### src/rtl/frv_dmem_arbiter_if.sv
// Data-memory bus bundle: req/gnt request channel plus in-order recv/ack response channel.
// The master modport is the requesting side; the slave modport is the memory side.
interface frv_dmem_arbiter_if #(
    parameter int XLEN = 32
);
    logic            req;
    logic            wen;
    logic [3:0]      strb;
    logic [XLEN-1:0] wdata;
    logic [XLEN-1:0] addr;
    logic            gnt;
    logic            recv;
    logic            ack;
    logic [XLEN-1:0] rdata;
    logic            error;

    modport master (
        output req, wen, strb, wdata, addr, ack,
        input  gnt, recv, rdata, error
    );

    modport slave (
        input  req, wen, strb, wdata, addr, ack,
        output gnt, recv, rdata, error
    );
endinterface

### src/rtl/frv_dmem_arbiter.sv
// Round-robin two-master arbiter for the core data-memory port, with an in-order owner FIFO
// steering responses back. Optional drain fence enabled by FRV_DARB_FENCE_EN.
module frv_dmem_arbiter #(
    parameter int XLEN    = 32,
    parameter int MAX_OUT = 2
) (
    input  logic               g_clk,
    input  logic               g_resetn,
    frv_dmem_arbiter_if.slave  m0,
    frv_dmem_arbiter_if.slave  m1,
    frv_dmem_arbiter_if.master s,
`ifdef FRV_DARB_FENCE_EN
    input  logic               fence_req,
    output logic               fence_done,
`endif
    output logic               arb_busy
);

    localparam int PW = 2;
    localparam int CW = 3;
    localparam logic [CW-1:0] MAX_CNT  = CW'(MAX_OUT);
    localparam logic [PW-1:0] PTR_LAST = PW'(MAX_OUT - 1);

    typedef enum logic [1:0] {
        ST_ARB   = 2'd0,
        ST_HOLD  = 2'd1
`ifdef FRV_DARB_FENCE_EN
        , ST_DRAIN = 2'd2
`endif
    } state_t;

    state_t          state_r;
    state_t          state_nxt_s;
    logic            sel_r;
    logic            sel_s;
    logic            issue_s;
    logic            last_gnt_r;
    logic [CW-1:0]   count_r;
    logic [3:0]      owner_r;
    logic [PW-1:0]   wr_ptr_r;
    logic [PW-1:0]   rd_ptr_r;
    logic            full_s;
    logic            empty_s;
    logic            fence_now_s;
    logic            fence_done_s;
    logic            s_req_s;
    logic            grant_s;
    logic            head_s;
    logic            s_ack_s;
    logic            pop_s;
    logic            m0_recv_s;
    logic            m1_recv_s;

    assign full_s  = (count_r == MAX_CNT);
    assign empty_s = (count_r == 3'd0);

`ifdef FRV_DARB_FENCE_EN
    logic fence_pend_r;
    assign fence_now_s = fence_req;
`else
    assign fence_now_s = 1'b0;
`endif

    // FSM state register
    always_ff @(posedge g_clk) begin
        if (!g_resetn) begin
            state_r <= ST_ARB;
        end else begin
            state_r <= state_nxt_s;
        end
    end

    // FSM next-state: HOLD keeps an ungranted selection stable until the slave grants
    always_comb begin
        state_nxt_s = state_r;
        case (state_r)
            ST_ARB: begin
`ifdef FRV_DARB_FENCE_EN
                if (fence_now_s) begin
                    state_nxt_s = ST_DRAIN;
                end else
`endif
                if (issue_s && !s.gnt) begin
                    state_nxt_s = ST_HOLD;
                end else begin
                    state_nxt_s = ST_ARB;
                end
            end
            ST_HOLD: begin
                if (grant_s) begin
`ifdef FRV_DARB_FENCE_EN
                    state_nxt_s = (fence_req || fence_pend_r) ? ST_DRAIN : ST_ARB;
`else
                    state_nxt_s = ST_ARB;
`endif
                end else if (!issue_s) begin
                    state_nxt_s = ST_ARB;
                end else begin
                    state_nxt_s = ST_HOLD;
                end
            end
`ifdef FRV_DARB_FENCE_EN
            ST_DRAIN: begin
                if (empty_s) begin
                    state_nxt_s = ST_ARB;
                end else begin
                    state_nxt_s = ST_DRAIN;
                end
            end
`endif
            default: state_nxt_s = ST_ARB;
        endcase
    end

    // FSM outputs: master selection and whether a request is presented to the slave
    always_comb begin
        sel_s        = sel_r;
        issue_s      = 1'b0;
        fence_done_s = 1'b0;
        case (state_r)
            ST_ARB: begin
                if (full_s || fence_now_s) begin
                    sel_s   = 1'b0;
                    issue_s = 1'b0;
                end else if (m0.req && m1.req) begin
                    sel_s   = ~last_gnt_r;
                    issue_s = 1'b1;
                end else if (m1.req) begin
                    sel_s   = 1'b1;
                    issue_s = 1'b1;
                end else if (m0.req) begin
                    sel_s   = 1'b0;
                    issue_s = 1'b1;
                end else begin
                    sel_s   = 1'b0;
                    issue_s = 1'b0;
                end
            end
            ST_HOLD: begin
                sel_s   = sel_r;
                issue_s = sel_r ? m1.req : m0.req;
            end
`ifdef FRV_DARB_FENCE_EN
            ST_DRAIN: begin
                sel_s        = sel_r;
                issue_s      = 1'b0;
                fence_done_s = empty_s;
            end
`endif
            default: begin
                sel_s   = 1'b0;
                issue_s = 1'b0;
            end
        endcase
    end

    assign s_req_s = g_resetn && issue_s;
    assign grant_s = s_req_s && s.gnt;

    // Response steering: the FIFO head names the master owning the oldest outstanding request
    assign head_s    = owner_r[rd_ptr_r];
    assign s_ack_s   = g_resetn && !empty_s && (head_s ? m1.ack : m0.ack);
    assign pop_s     = s.recv && s_ack_s;
    assign m0_recv_s = g_resetn && s.recv && !empty_s && !head_s;
    assign m1_recv_s = g_resetn && s.recv && !empty_s && head_s;

    // Selection, round-robin history, outstanding count and owner FIFO
    always_ff @(posedge g_clk) begin
        if (!g_resetn) begin
            sel_r      <= 1'b0;
            last_gnt_r <= 1'b1;
            count_r    <= 3'd0;
            owner_r    <= 4'd0;
            wr_ptr_r   <= 2'd0;
            rd_ptr_r   <= 2'd0;
        end else begin
            sel_r   <= sel_s;
            count_r <= count_r + {2'b00, grant_s} - {2'b00, pop_s};
            if (grant_s) begin
                last_gnt_r        <= sel_s;
                owner_r[wr_ptr_r] <= sel_s;
                wr_ptr_r          <= (wr_ptr_r == PTR_LAST) ? 2'd0 : wr_ptr_r + 2'd1;
            end else if (fence_done_s) begin
                last_gnt_r <= 1'b1;
            end else begin
                last_gnt_r <= last_gnt_r;
            end
            if (pop_s) begin
                rd_ptr_r <= (rd_ptr_r == PTR_LAST) ? 2'd0 : rd_ptr_r + 2'd1;
            end else begin
                rd_ptr_r <= rd_ptr_r;
            end
        end
    end

`ifdef FRV_DARB_FENCE_EN
    // Remembers a fence raised while a held request still waits for its grant
    always_ff @(posedge g_clk) begin
        if (!g_resetn) begin
            fence_pend_r <= 1'b0;
        end else if (state_r == ST_HOLD && state_nxt_s != ST_HOLD) begin
            fence_pend_r <= 1'b0;
        end else if (state_r == ST_HOLD && fence_req) begin
            fence_pend_r <= 1'b1;
        end else begin
            fence_pend_r <= fence_pend_r;
        end
    end

    assign fence_done = g_resetn && fence_done_s;
`endif

    assign s.req   = s_req_s;
    assign s.wen   = g_resetn && (sel_s ? m1.wen : m0.wen);
    assign s.strb  = g_resetn ? (sel_s ? m1.strb  : m0.strb)  : 4'b0000;
    assign s.wdata = g_resetn ? (sel_s ? m1.wdata : m0.wdata) : {XLEN{1'b0}};
    assign s.addr  = g_resetn ? (sel_s ? m1.addr  : m0.addr)  : {XLEN{1'b0}};
    assign s.ack   = s_ack_s;

    assign m0.gnt   = grant_s && !sel_s;
    assign m1.gnt   = grant_s && sel_s;
    assign m0.recv  = m0_recv_s;
    assign m1.recv  = m1_recv_s;
    assign m0.rdata = m0_recv_s ? s.rdata : {XLEN{1'b0}};
    assign m1.rdata = m1_recv_s ? s.rdata : {XLEN{1'b0}};
    assign m0.error = m0_recv_s && s.error;
    assign m1.error = m1_recv_s && s.error;

    assign arb_busy = g_resetn && ((state_r == ST_HOLD) || !empty_s);

endmodule

### src/flat_wrapper.sv
// flat-port wrapper written by rule: the top's interface ports become plain ports
module frv_dmem_arbiter_flat 
#(
    parameter int XLEN    = 32,
    parameter int MAX_OUT = 2
)
  (g_clk, g_resetn, arb_busy, m0_req, m0_wen, m0_strb, m0_wdata, m0_addr, m0_ack, m0_gnt, m0_recv, m0_rdata, m0_error, m1_req, m1_wen, m1_strb, m1_wdata, m1_addr, m1_ack, m1_gnt, m1_recv, m1_rdata, m1_error, s_req, s_wen, s_strb, s_wdata, s_addr, s_ack, s_gnt, s_recv, s_rdata, s_error);
  frv_dmem_arbiter_if #(.XLEN(XLEN)) m0_i ();
  frv_dmem_arbiter_if #(.XLEN(XLEN)) m1_i ();
  frv_dmem_arbiter_if #(.XLEN(XLEN)) s_i ();
  input  logic g_clk;
  input  logic g_resetn;
  output logic arb_busy;
  input wire logic [$bits(m0_i.req)-1:0] m0_req;
  input wire logic [$bits(m0_i.wen)-1:0] m0_wen;
  input wire logic [$bits(m0_i.strb)-1:0] m0_strb;
  input wire logic [$bits(m0_i.wdata)-1:0] m0_wdata;
  input wire logic [$bits(m0_i.addr)-1:0] m0_addr;
  input wire logic [$bits(m0_i.ack)-1:0] m0_ack;
  output wire logic [$bits(m0_i.gnt)-1:0] m0_gnt;
  output wire logic [$bits(m0_i.recv)-1:0] m0_recv;
  output wire logic [$bits(m0_i.rdata)-1:0] m0_rdata;
  output wire logic [$bits(m0_i.error)-1:0] m0_error;
  input wire logic [$bits(m1_i.req)-1:0] m1_req;
  input wire logic [$bits(m1_i.wen)-1:0] m1_wen;
  input wire logic [$bits(m1_i.strb)-1:0] m1_strb;
  input wire logic [$bits(m1_i.wdata)-1:0] m1_wdata;
  input wire logic [$bits(m1_i.addr)-1:0] m1_addr;
  input wire logic [$bits(m1_i.ack)-1:0] m1_ack;
  output wire logic [$bits(m1_i.gnt)-1:0] m1_gnt;
  output wire logic [$bits(m1_i.recv)-1:0] m1_recv;
  output wire logic [$bits(m1_i.rdata)-1:0] m1_rdata;
  output wire logic [$bits(m1_i.error)-1:0] m1_error;
  output wire logic [$bits(s_i.req)-1:0] s_req;
  output wire logic [$bits(s_i.wen)-1:0] s_wen;
  output wire logic [$bits(s_i.strb)-1:0] s_strb;
  output wire logic [$bits(s_i.wdata)-1:0] s_wdata;
  output wire logic [$bits(s_i.addr)-1:0] s_addr;
  output wire logic [$bits(s_i.ack)-1:0] s_ack;
  input wire logic [$bits(s_i.gnt)-1:0] s_gnt;
  input wire logic [$bits(s_i.recv)-1:0] s_recv;
  input wire logic [$bits(s_i.rdata)-1:0] s_rdata;
  input wire logic [$bits(s_i.error)-1:0] s_error;
  assign m0_i.req = m0_req;
  assign m0_i.wen = m0_wen;
  assign m0_i.strb = m0_strb;
  assign m0_i.wdata = m0_wdata;
  assign m0_i.addr = m0_addr;
  assign m0_i.ack = m0_ack;
  assign m0_gnt = m0_i.gnt;
  assign m0_recv = m0_i.recv;
  assign m0_rdata = m0_i.rdata;
  assign m0_error = m0_i.error;
  assign m1_i.req = m1_req;
  assign m1_i.wen = m1_wen;
  assign m1_i.strb = m1_strb;
  assign m1_i.wdata = m1_wdata;
  assign m1_i.addr = m1_addr;
  assign m1_i.ack = m1_ack;
  assign m1_gnt = m1_i.gnt;
  assign m1_recv = m1_i.recv;
  assign m1_rdata = m1_i.rdata;
  assign m1_error = m1_i.error;
  assign s_req = s_i.req;
  assign s_wen = s_i.wen;
  assign s_strb = s_i.strb;
  assign s_wdata = s_i.wdata;
  assign s_addr = s_i.addr;
  assign s_ack = s_i.ack;
  assign s_i.gnt = s_gnt;
  assign s_i.recv = s_recv;
  assign s_i.rdata = s_rdata;
  assign s_i.error = s_error;
  frv_dmem_arbiter #(.XLEN(XLEN), .MAX_OUT(MAX_OUT)) u_core (.g_clk(g_clk), .g_resetn(g_resetn), .m0(m0_i), .m1(m1_i), .s(s_i), .arb_busy(arb_busy));
endmodule
### config.mk
export PLATFORM = sky130hd
export DESIGN_NAME = frv_dmem_arbiter_flat
export DESIGN_NICKNAME = d
export VERILOG_FILES = /design/src/rtl/frv_dmem_arbiter_if.sv /design/src/rtl/frv_dmem_arbiter.sv /design/src/flat_wrapper.sv
export SDC_FILE = /design/constraint.sdc
export NUM_CORES = 1
export LEC_CHECK = 0
export ABC_AREA = 1
export CORE_AREA = 2 2 123 125
export DETAILED_ROUTE_END_ITERATION = 12
export DIE_AREA = 0 0 125 127
export SYNTH_ARGS = -nofsm -noshare
export SYNTH_HDL_FRONTEND = slang
export SYNTH_SLANG_ARGS = --single-unit
### constraint.sdc
create_clock -name g_clk -period 2.9 [get_ports g_clk]
set_input_delay 0.58 -clock g_clk [delete_from_list [all_inputs] [get_ports g_clk]]
set_output_delay 0.58 -clock g_clk [all_outputs]
set_load 0.01 [all_outputs]
Yosys cells after proc, flatten, opt, wreduce, memory -nomap -nowiden --
Cells that the tools add are included.
Storage, ports and cells: bits in registers 15, latch bits 0, RAM bits 0, memory bits (read-only) 0, input port bits 179, output and inout bits 142, memories 0
Operators by class: $add $sub $neg 4, $mul 0, divide/modulo/power cells 0, $lt $le $gt $ge 3, equality and inequality tests 4, shift operators 0, mux-type cells 31, bitwise operators 1, reductions and logical operators 25
Operator list (number):
- 32-bit 2-to-1 mux | 6
- 1-bit logical AND | 18
- 1-bit 2-to-1 mux | 14
- 4-bit 2-to-1 mux | 2
- 2-bit by 1-bit == test with 1-bit output (second input constant) | 3
- 2-bit by 3-bit less-than comparator with 1-bit output (second input constant) | 2
- 2-bit 2-to-1 mux | 3
- 2-bit by 1-bit adder with 2-bit output (second input constant) | 2
- 4-bit bitwise mux | 1
- 1-bit zero test | 4
- 1-bit case mux with 2 select lines | 2
- 2-bit case mux with 2 select lines | 1
- 3-bit by 1-bit adder with 3-bit output | 1
- 3-bit by 2-bit == test with 1-bit output (second input constant) | 1
- 3-bit zero test | 1
- 3-bit by 1-bit subtractor with 3-bit output | 1
- 1-bit binary-select mux with 2-bit select | 1
- 1-bit demux with 2-bit select | 1
- 2-bit by 1-bit >= comparator with 1-bit output (second input constant) | 1
- 2-bit zero test | 1
- 1-bit logical OR | 1
- 1-bit NOT | 1

Logic depth before layout (Yosys ltp) --
Gate-level depths: netlist of run 1.
word-level depth 9, depth in mapped cells 15, gate-level depth less buffers 15

Worst setup path after synthesis of run 1 --
No wires, ideal clock.
path type input port to flip-flop, start input g_resetn, end register u_core.count_r[2], setup time 0.120 ns, arrival time 2.209 ns, required time 2.780 ns, slack 0.571 ns, stages 13, path through buf_4 -> nand2_2 -> nor2_8 -> nand3_1 -> inv_1 -> ha_1 -> inv_1 -> ha_1 -> inv_1 -> fa_1 -> xor2_1 -> o21ai_0 -> a21oi_1
On the way: cells in the longest elaborated chain, start to end 4, elaborated cells on any way between the ends 7, those cells by class add/sub (2); reduce/logical (5)
Ends and longest elaborated chain:
- start: declaration | RTL line flat_wrapper.sv:12 | input logic g_resetn;
- 1-bit logical AND (2 in a row) | RTL line frv_dmem_arbiter.sv:162 | assign s_ack_s = g_resetn && !empty_s && (head_s ? m1.ack : m0.ack);
- 1-bit logical AND | RTL line frv_dmem_arbiter.sv:163 | assign pop_s = s.recv && s_ack_s;
- via u_core.pop_s | RTL line frv_dmem_arbiter.sv:50 | logic pop_s;
- 3-bit by 1-bit subtractor with 3-bit output | RTL line frv_dmem_arbiter.sv:178 | count_r <= count_r + {2'b00, grant_s} - {2'b00, pop_s};
- end signal: assignment | RTL line frv_dmem_arbiter.sv:178
- end: declaration | RTL line frv_dmem_arbiter.sv:38 | logic [CW-1:0] count_r;
The timed path passes the listed nets, and every way through them passes these cells. A chain may end at the register's enable or synchronous reset.

Worst setup path after layout of run 1 --
start input s_recv, end output m1_rdata[13]
On the way: cells in the longest elaborated chain, start to end 4
Ends and longest elaborated chain:
- start: declaration | RTL line flat_wrapper.sv:41 | input wire logic [$bits(s_i.recv)-1:0] s_recv;
- 1-bit logical AND (3 in a row) | RTL line frv_dmem_arbiter.sv:165 | assign m1_recv_s = g_resetn && s.recv && !empty_s && head_s;
- 32-bit 2-to-1 mux | RTL line frv_dmem_arbiter.sv:225 | assign m1.rdata = m1_recv_s ? s.rdata : {XLEN{1'b0}};
- end: declaration | RTL line flat_wrapper.sv:32 | output wire logic [$bits(m1_i.rdata)-1:0] m1_rdata;
No other way between the ends.

==> flow_summary.rst, run 1 <==
.. list-table::
   :header-rows: 1

   * - Metric
     - Value
   * - TritonCTS clock tree
     - yes
   * - Global-route wire length before repair
     - 19400 um
   * - Remaining DRCs
     - 0
   * - Yosys top cell by area
     - sky130_fd_sc_hd__nor2_1
   * - Sequential share of the synthesized area
     - between 10% and 20%
   * - Area of the multi-input gates
     - roughly 0.0016 sq mm
   * - Proportion of power drawn by combinational gates
     - 66.5%
   * - Drt via density
     - between 4 and 5
   * - Fillers
     - approximately 1600
   * - Combined global-route utilization of all metal layers
     - 14.8%
   * - Cells along the critical path
     - clkdlybuf4s50_1 > inv_1 > nor2_8 > nand3_4 > buf_12 > nor2_1 > clkdlybuf4s50_1
   * - Top fanout value on the critical path
     - 21
   * - CP Launch Type
     - input port
   * - Sum Neg Setup Slack
     - 0 ns
   * - Sequential cell fraction of total power
     - between 10% and 20%
   * - Power spent charging and discharging nets
     - about 540 uW
   * - Clock Power Share
     - a little under a fifth
   * - Maximum number of buffers from clock root to sink
     - 2
   * - Arrival time reported for the critical path endpoint
     - about 2.2 ns
   * - Cell Area, Placed
     - 0.00582 sq mm
   * - Area share of the largest cell type after synthesis
     - about a third
   * - Port-buffer cells
     - 320
   * - Delay of the slowest cell on the worst path
     - 0.54 ns
   * - Post-synthesis net count
     - between 600 and 700
   * - Gr ovfl total
     - 0
   * - Count of placed standard cells including taps
     - about 960
   * - Hold_buf cts
     - 0
   * - Die Y
     - 127 um
   * - Synth cell types
     - 26
   * - Largest net degree at the start of global routing
     - between 40 and 50
   * - Final HPWL DP
     - 10400 um
   * - Area of the mapped netlist
     - 0.00236 sq mm
   * - Crit path max-delay family
     - buffers and inverters
   * - Tcrit/Tclk final
     - 96.9%
   * - Count of clock tree sinks
     - 14
   * - Total power per unit cell area
     - around 250 mW/mm^2
   * - First drt pass iteration count
     - 6
   * - Max capacitance violation total
     - 0
   * - Endpoint with the worst hold slack
     - u_core.count_r[2]
   * - Status
     - completed
   * - Number of warning messages in the yosys log
     - 0
   * - Wire length reported by the detailed router
     - between 10000 and 15000 um
   * - Commonest non-fill, non-tap cell in the layout
     - sky130_fd_sc_hd__clkdlybuf4s50_1
   * - Max VDD drop
     - approximately 0.23 mV
   * - Average wire per cell in the routed design
     - 13.4 um
   * - Number of storage elements in the synthesis netlist
     - 14
   * - Clock Skews
     - ~0.0015 ns
   * - Detail Route Antenna Nets
     - 0
   * - Worst min-delay path category
     - flip-flop to flip-flop
   * - Maximum level of the CTS H-tree
     - 1
   * - Most used cell, CP
     - sky130_fd_sc_hd__clkdlybuf4s50_1
   * - CTS root buffer
     - sky130_fd_sc_hd__clkbuf_16
   * - Number of global-route vias before repair
     - between 3000 and 4000
   * - Via Count
     - slightly below 4000
   * - Switching fraction of total power
     - 35.7%
   * - Internal reg-to-reg setup slack
     - ~0.46 ns
   * - Row Count
     - 44
   * - Post-Layout Cell Count
     - 966
   * - Initial antenna violation count
     - 0
   * - First-iteration detailed-routing DRC count
     - 74
   * - Top-level I/O count
     - 321
   * - Final Critical Period
     - ~2.8 ns
   * - Critical hold path startpoint
     - u_core.count_r[2]
   * - Number of cells on the worst hold path
     - 1
   * - Cell depth of the worst flop-to-flop path
     - 15
   * - Crit Reg-Reg Endpoint
     - u_core.count_r[2]
   * - Fraction of layout instances using a drive strength above 1
     - 8.82%
   * - Area taken by flip-flops and latches
     - between 200 and 300 sq um
   * - Die boundary width
     - 125 um
   * - Die area
     - around 0.016 sq mm
   * - Worst slew pin tran
     - 0.367 ns
   * - Effective utilization at floorplan
     - 16.3%
   * - Fin nets
     - about 970
   * - Type of destination of the critical path
     - output pin
   * - Required time reported for the critical path endpoint
     - 2.32 ns
   * - Number of diodes added for antenna fixing
     - 0
   * - Mean post-synth cell area
     - between 5 and 6 sq um
   * - Total buffers and inverters traversed by the critical path
     - 4
   * - Reg2reg start
     - u_core.count_r[1]
   * - Clock network latency to the later pin of the worst-skew pair
     - 0.24 ns
   * - Static Leak
     - just under 0.003 uW
   * - Number of buffers created by CTS
     - 3
   * - Core box area
     - roughly 0.014 sq mm
   * - Setup Viol. Count Final
     - 0
   * - Final instance area
     - 0.00599 sq mm
   * - Int Pwr
     - 978 uW
   * - Critical Path Slowest Stage Cell
     - sky130_fd_sc_hd__clkdlybuf4s50_1
   * - Cell types with the largest area share after synthesis
     - sky130_fd_sc_hd__nor2_1 (32%), sky130_fd_sc_hd__o21ai_0 (12%), sky130_fd_sc_hd__dfxtp_1 (12%)
   * - Relative area change from synthesis to final layout
     - 154%
   * - Endpoints failing hold
     - 0
   * - CTS clk-pin slew, worst paths
     - roughly 0.050 ns
   * - Critical Path Stages
     - 7
   * - Cells after synthesis
     - 457
   * - Maximum achievable frequency
     - between 0.3 and 0.4 GHz
   * - Setup CP Type
     - input port to output pin
   * - Most frequent cells in the layout
     - sky130_fd_sc_hd__clkdlybuf4s50_1 (242), sky130_fd_sc_hd__nor2_1 (204), sky130_fd_sc_hd__dlygate4sd2_1 (67), sky130_fd_sc_hd__inv_1 (57), sky130_fd_sc_hd__o21ai_0 (54)
   * - Weighted congestion at the end of routability-driven global placement
     - around 0.85
   * - Worst max-slew margin expressed relative to the limit
     - 75.5%
   * - Final number of max-transition violations
     - 0
worst max path at each step:
stage,from,end,slack (ns)
6_report,s_recv,m1_rdata[13],0.09
5_1_grt,s_recv,m1_rdata[13],-0.009
4_1_cts,m0_req,s_addr[0],-0.08
3_5_place_dp,m0_req,s_strb[2],-0.14
3_3_place_gp,m0_req,s_wdata[8],-0.12
2_1_floorplan,g_resetn,u_core.count_r[2],0.57
final cells by class:
type / count / share of cell area, %
multi-input cells: 353 / 27.3
inverters: 60 / 3.84
flip-flops and latches: 14 / 4.68
clock buffers: 4 / 1.48
well taps: 184 / 3.84
repair buffers: 351 / 58.9
kinds of logic after synthesis:
group / synth area share [%]
AOI/OAI and AO/OA: 16.9
xor gates and xnor gates: 0.372
adders and majority gates: 1.91
buffers and inverters: 19.4
DFF: 11.9
and+or+nand+nor: 49.5
layer usage:
metal	share of wire, %	GRT usage (%)	vias to the layer above
li1	-	-	2036
met1	39	17.0	1658
met2	51	27.9	211
met3	9.0	3.94	8
met4	1.2	2.55	0
met5	0	0	-
state kept, by name, summed over array words and instances, names as in the netlist:
register / flops
u_core.sel_r: 1
u_core.last_gnt_r: 1
u_core.count_r: 3
u_core.state_r: 1
u_core.wr_ptr_r: 2
u_core.owner_r: 4
u_core.rd_ptr_r: 2
metrics by stage:
step	power, uW	utilization [%]	setup slack, ns	hold WS (ns)
6_report	1520	41.5	0.0889	0.444
5_1_grt	1630	41.5	-0.00895	0.472
4_1_cts	1530	41.1	-0.0819	0.449
3_5_place_dp	1240	40.3	-0.143	0.443
3_3_place_gp	1240	40.3	-0.117	0.432
2_1_floorplan	634	-	0.571	0.422
cell usage after synthesis, drive strengths merged:
cell type / n
dfxtp: 14
nand2: 35
nand4: 3
inv: 60
xor2: 1
ha: 2
o21bai: 3
buf: 24
nand3: 12
fa: 1
o21ai: 73
nor2: 221
a21oi: 2
clkbuf: 6
power by group through the flow:
stage | Sequential (uW) | Combinational (uW) | Clock (uW)
final | 222 | 1010 | 288
after global routing | 224 | 1100 | 305
after CTS | 222 | 1010 | 297
after detailed placement | 226 | 1010 | 0
after global placement | 225 | 1010 | 0
after floorplan | 223 | 411 | 0
worst register-to-register path: stages (launching register included):
cell and delay [ns]:
sky130_fd_sc_hd__dfxtp_1 0.42, sky130_fd_sc_hd__nor2_1 0.06, sky130_fd_sc_hd__nand2_1 0.07, sky130_fd_sc_hd__nand2_2 0.12, sky130_fd_sc_hd__nor2_8 0.15, sky130_fd_sc_hd__buf_4 0.13, sky130_fd_sc_hd__nand3_1 0.10, sky130_fd_sc_hd__inv_1 0.08
sky130_fd_sc_hd__ha_1 0.22, sky130_fd_sc_hd__inv_1 0.06, sky130_fd_sc_hd__ha_1 0.13, sky130_fd_sc_hd__inv_1 0.05, sky130_fd_sc_hd__fa_1 0.38, sky130_fd_sc_hd__xor2_1 0.16, sky130_fd_sc_hd__o21ai_0 0.16, sky130_fd_sc_hd__a21oi_1 0.05
what timing repair did:
action | 4_1_cts | 5_1_grt
cloned | 3 | 1
pin swaps | 0 | 1
resized for setup | 74 | 16
endpoints found under the setup margin | 70 | 9
buffers inserted | 1 | 1
No activity file was read; power rests on OpenSTA's default activity.
==> run 2: changes to the inputs <==
--- a/config.mk
+++ b/config.mk
@@ -10,4 +10,5 @@
 export DETAILED_ROUTE_END_ITERATION = 12
 export DIE_AREA = 0 0 125 127
+export GPL_TIMING_DRIVEN = 0
 export SYNTH_ARGS = -nofsm -noshare
 export SYNTH_HDL_FRONTEND = slang
==> constraint.sdc (replaced) <==
create_clock -name g_clk -period 2.9 [get_ports g_clk]
set_input_delay 0.435 -clock g_clk [delete_from_list [all_inputs] [get_ports g_clk]]
set_output_delay 0.435 -clock g_clk [all_outputs]
set_load 0.01 [all_outputs]
==> run 2 against run 1 <==
Effect of this change:
- via count is 1.4% lower
- total power is 0.46% lower
- highest routed layer unchanged
- worst setup slack better by 0.046 ns
- die area stayed put
- register-to-register slack improved by 0.11 ns
- final cell count shrank 0.21%
- final area shrank 1.8%
- clock-buffer cell count unchanged
- fmax grew 1.7%
- sequential share of layout area up 0.086 points
- largest cell class unchanged
- core utilization shrank 0.75 points
==> flow_summary.rst, run 2 (same netlist as run 1, synthesis figures left out) <==
.. list-table::
   :header-rows: 1

   * - Metric
     - Value
   * - Number of buffers created by CTS
     - 3 (unchanged)
   * - Number of diodes added for antenna fixing
     - 0 (unchanged)
   * - Largest registers
     - u_core.owner_r (4), u_core.count_r (3)
   * - Worst path setup slack after routing
     - 0.135 ns (+0.0460 ns)
   * - Final HPWL DP
     - 11000 um (+5.4%)
   * - Final Critical Period
     - 2.77 ns (-0.0460 ns)
   * - Switching fraction of total power
     - 35.1% (-0.64 points)
   * - Gr ovfl total
     - 0 (unchanged)
   * - Setup CP Type
     - input port to output pin
   * - TritonCTS clock tree
     - yes
   * - Arrival time reported for the critical path endpoint
     - 2.33 ns (+0.10 ns)
   * - Fraction of layout instances using a drive strength above 1
     - 7.44% (-1.4 points)
   * - Fin nets
     - 963 (-0.21%)
   * - Final number of max-transition violations
     - 0 (unchanged)
   * - CTS clk-pin slew, worst paths
     - 0.05 ns (about the same)
   * - Initial antenna violation count
     - 0 (unchanged)
   * - Row Count
     - 44 (unchanged)
   * - Commonest non-fill, non-tap cell in the layout
     - sky130_fd_sc_hd__clkdlybuf4s50_1
   * - Detail Route Antenna Nets
     - 0 (unchanged)
   * - Largest net degree at the start of global routing
     - 11 (-75%)
   * - Relative area change from synthesis to final layout
     - 150%
   * - First drt pass iteration count
     - 4 (-2)
   * - Maximum achievable frequency
     - 0.362 GHz (+1.7%)
   * - Die boundary width
     - 125 um (unchanged)
   * - Crit path max-delay family
     - buffers and inverters
   * - Total power per unit cell area
     - 257 mW/mm^2 (+1.4%)
   * - Clock network latency to the later pin of the worst-skew pair
     - 0.25 ns (about the same)
   * - Max FFs per register
     - 4 (unchanged)
   * - Worst max-slew margin expressed relative to the limit
     - 74.8% (-0.67 points)
   * - Maximum level of the CTS H-tree
     - 1 (unchanged)
   * - Wire length reported by the detailed router
     - 12500 um (-3.2%)
   * - Effective utilization at floorplan
     - 16.3% (unchanged)
   * - Port-buffer cells
     - 319 (-0.31%)
   * - Weighted congestion at the end of routability-driven global placement
     - 0.782 (-7.5%)
   * - Top fanout value on the critical path
     - 10 (-52%)
   * - Clock Skews
     - 0.00275 ns (+0.00128 ns)
   * - Cells along the critical path
     - clkdlybuf4s50_1 > nand2_1 > nand4_2 > nand2_2 > inv_2 > clkbuf_4 > nor2_1 > nor2_1 > clkdlybuf4s50_1
   * - Setup Viol. Count Final
     - 0 (unchanged)
   * - Final hold slack
     - 0.455 ns (+0.0108 ns)
   * - Sequential cell fraction of total power
     - 14.6% (about the same)
   * - Top-level I/O count
     - 321 (unchanged)
   * - Worst slack after detailed placement
     - 0.0664 ns (+0.210 ns)
   * - Static Leak
     - 0.00260 uW (-13%)
   * - Required time reported for the critical path endpoint
     - 2.47 ns (+0.15 ns)
   * - Delay of the slowest cell on the worst path
     - 0.59 ns (+0.05 ns)
   * - Count of clock tree sinks
     - 14 (unchanged)
   * - Critical Path Slowest Stage Cell
     - sky130_fd_sc_hd__clkdlybuf4s50_1
   * - Global-route wire length before repair
     - 19500 um (+0.50%)
   * - First-iteration detailed-routing DRC count
     - 97 (+31%)
   * - CP Launch Type
     - input port
   * - Total buffers and inverters traversed by the critical path
     - 4 (unchanged)
   * - Maximum number of buffers from clock root to sink
     - 2 (unchanged)
   * - Remaining DRCs
     - 0 (unchanged)
   * - Die Y
     - 127 um (unchanged)
   * - Core box area
     - 0.0144 sq mm (unchanged)
   * - Via Count
     - 3860 (-1.4%)
   * - Worst slew pin tran
     - 0.377 ns (+0.0100 ns)
   * - Worst min-delay path category
     - flip-flop to flip-flop
   * - Clock Power Share
     - 19.3% (+0.4 points)
   * - Max capacitance violation total
     - 0 (unchanged)
   * - Proportion of power drawn by combinational gates
     - 66.0% (-0.5 points)
   * - Post-CTS Repair Setup Buffers
     - 0 (-1)
   * - Tcrit/Tclk final
     - 95.3% (-1.6 points)
   * - Post-layout total power
     - 1510 uW (-0.46%)
   * - Int Pwr
     - 984 uW (+0.53%)
   * - Power spent charging and discharging nets
     - 531 uW (-2.3%)
   * - Endpoints failing hold
     - 0 (unchanged)
   * - Status
     - completed
   * - Number of global-route vias before repair
     - 3768 (+0.56%)
   * - Final core occ
     - 40.8% (-0.75 points)
   * - Die area
     - 0.0159 sq mm (unchanged)
   * - Most frequent cells in the layout
     - sky130_fd_sc_hd__clkdlybuf4s50_1 (317), sky130_fd_sc_hd__nor2_1 (204), sky130_fd_sc_hd__inv_1 (57), sky130_fd_sc_hd__o21ai_0 (57), sky130_fd_sc_hd__nand2_1 (31)
   * - Drt via density
     - 4.00 (-1.1%)
   * - CTS root buffer
     - sky130_fd_sc_hd__clkbuf_16
   * - Type of destination of the critical path
     - output pin
   * - Register with the highest flop count
     - u_core.owner_r
   * - Combined global-route utilization of all metal layers
     - 15.0% (+0.16 points)
   * - RSZ-0062 raised after global routing
     - yes
   * - Average wire per cell in the routed design
     - 13.0 um (-3.0%)
   * - Max VDD drop
     - 0.226 mV (-2.5%)
==> run 2: area by class of cell <==
type	count	area [sq um]
fillers	1537	8540
repair buffers	319	3200
multi-input cells	353	1620
flip-flops and latches	14	280
plain buffers	30	243
well taps	184	230
inverters	60	225
clock buffers	4	88.8
==> run 2: worst reg2reg max path, stage by stage (launching register included) <==
cell                      delay, ns
sky130_fd_sc_hd__dfxtp_1       0.43
sky130_fd_sc_hd__nor2_1        0.06
sky130_fd_sc_hd__nand2_1       0.07
sky130_fd_sc_hd__nand2_2       0.11
sky130_fd_sc_hd__nor2_8        0.16
sky130_fd_sc_hd__nand3_1       0.13
sky130_fd_sc_hd__inv_1         0.08
sky130_fd_sc_hd__ha_1          0.22
sky130_fd_sc_hd__inv_1         0.05
sky130_fd_sc_hd__ha_1          0.12
sky130_fd_sc_hd__inv_1         0.05
sky130_fd_sc_hd__fa_1          0.37
sky130_fd_sc_hd__xor2_1        0.16
sky130_fd_sc_hd__o21ai_0       0.14
sky130_fd_sc_hd__a21oi_1       0.05
==> run 2: power groups by stage <==
stage          Combinational [uW]  Sequential [uW]  Clock, uW
2_1_floorplan                 411              223          0
3_3_place_gp                 1010              225          0
3_5_place_dp                 1010              225          0
4_1_cts                      1010              222        295
5_1_grt                      1100              225        305
6_report                     1000              222        293
==> run 2: final timing paths <==
kind,start,endpoint,slack (ns),cells past startpoint
worst max register to register,u_core.count_r[1],u_core.count_r[2],0.57,14
worst min-delay path,u_core.count_r[2],u_core.count_r[2],0.46,1
worst max-delay path,m0_req,s_strb[3],0.13,9
worst min register to register,u_core.count_r[2],u_core.count_r[2],0.46,1
==> run 2: stage by stage <==
step,setup TNS [ns],area (sq um),cells
after floorplan,0,2360,457
after global placement,0,5780,960
after detailed placement,0,5780,960
after CTS,0,5870,964
after global routing,-0.0391,5880,964
final,0,5880,964
==> run 2: timing repair <==
item | 4_1_cts | 5_1_grt
endpoints found under the hold margin | 0 | 0
setup endpoints to repair | 0 | 15
gates resized for setup | 0 | 6
hold buffers | 0 | 0
==> run 2: layer usage <==
metal  routed length (um)  GRT usage, %
met3                 1170          4.40
met5                    0             0
met4                  116          2.55
met1                 4750          16.3
met2                 6510          29.0
==> run 3: changes to the inputs <==
CTS_BUF_LIST = sky130_fd_sc_hd__clkbuf_8 sky130_fd_sc_hd__clkbuf_16   (was default)
==> results of run 3 <==
The final DEF is identical to that of run 2; final timing and power are the same.
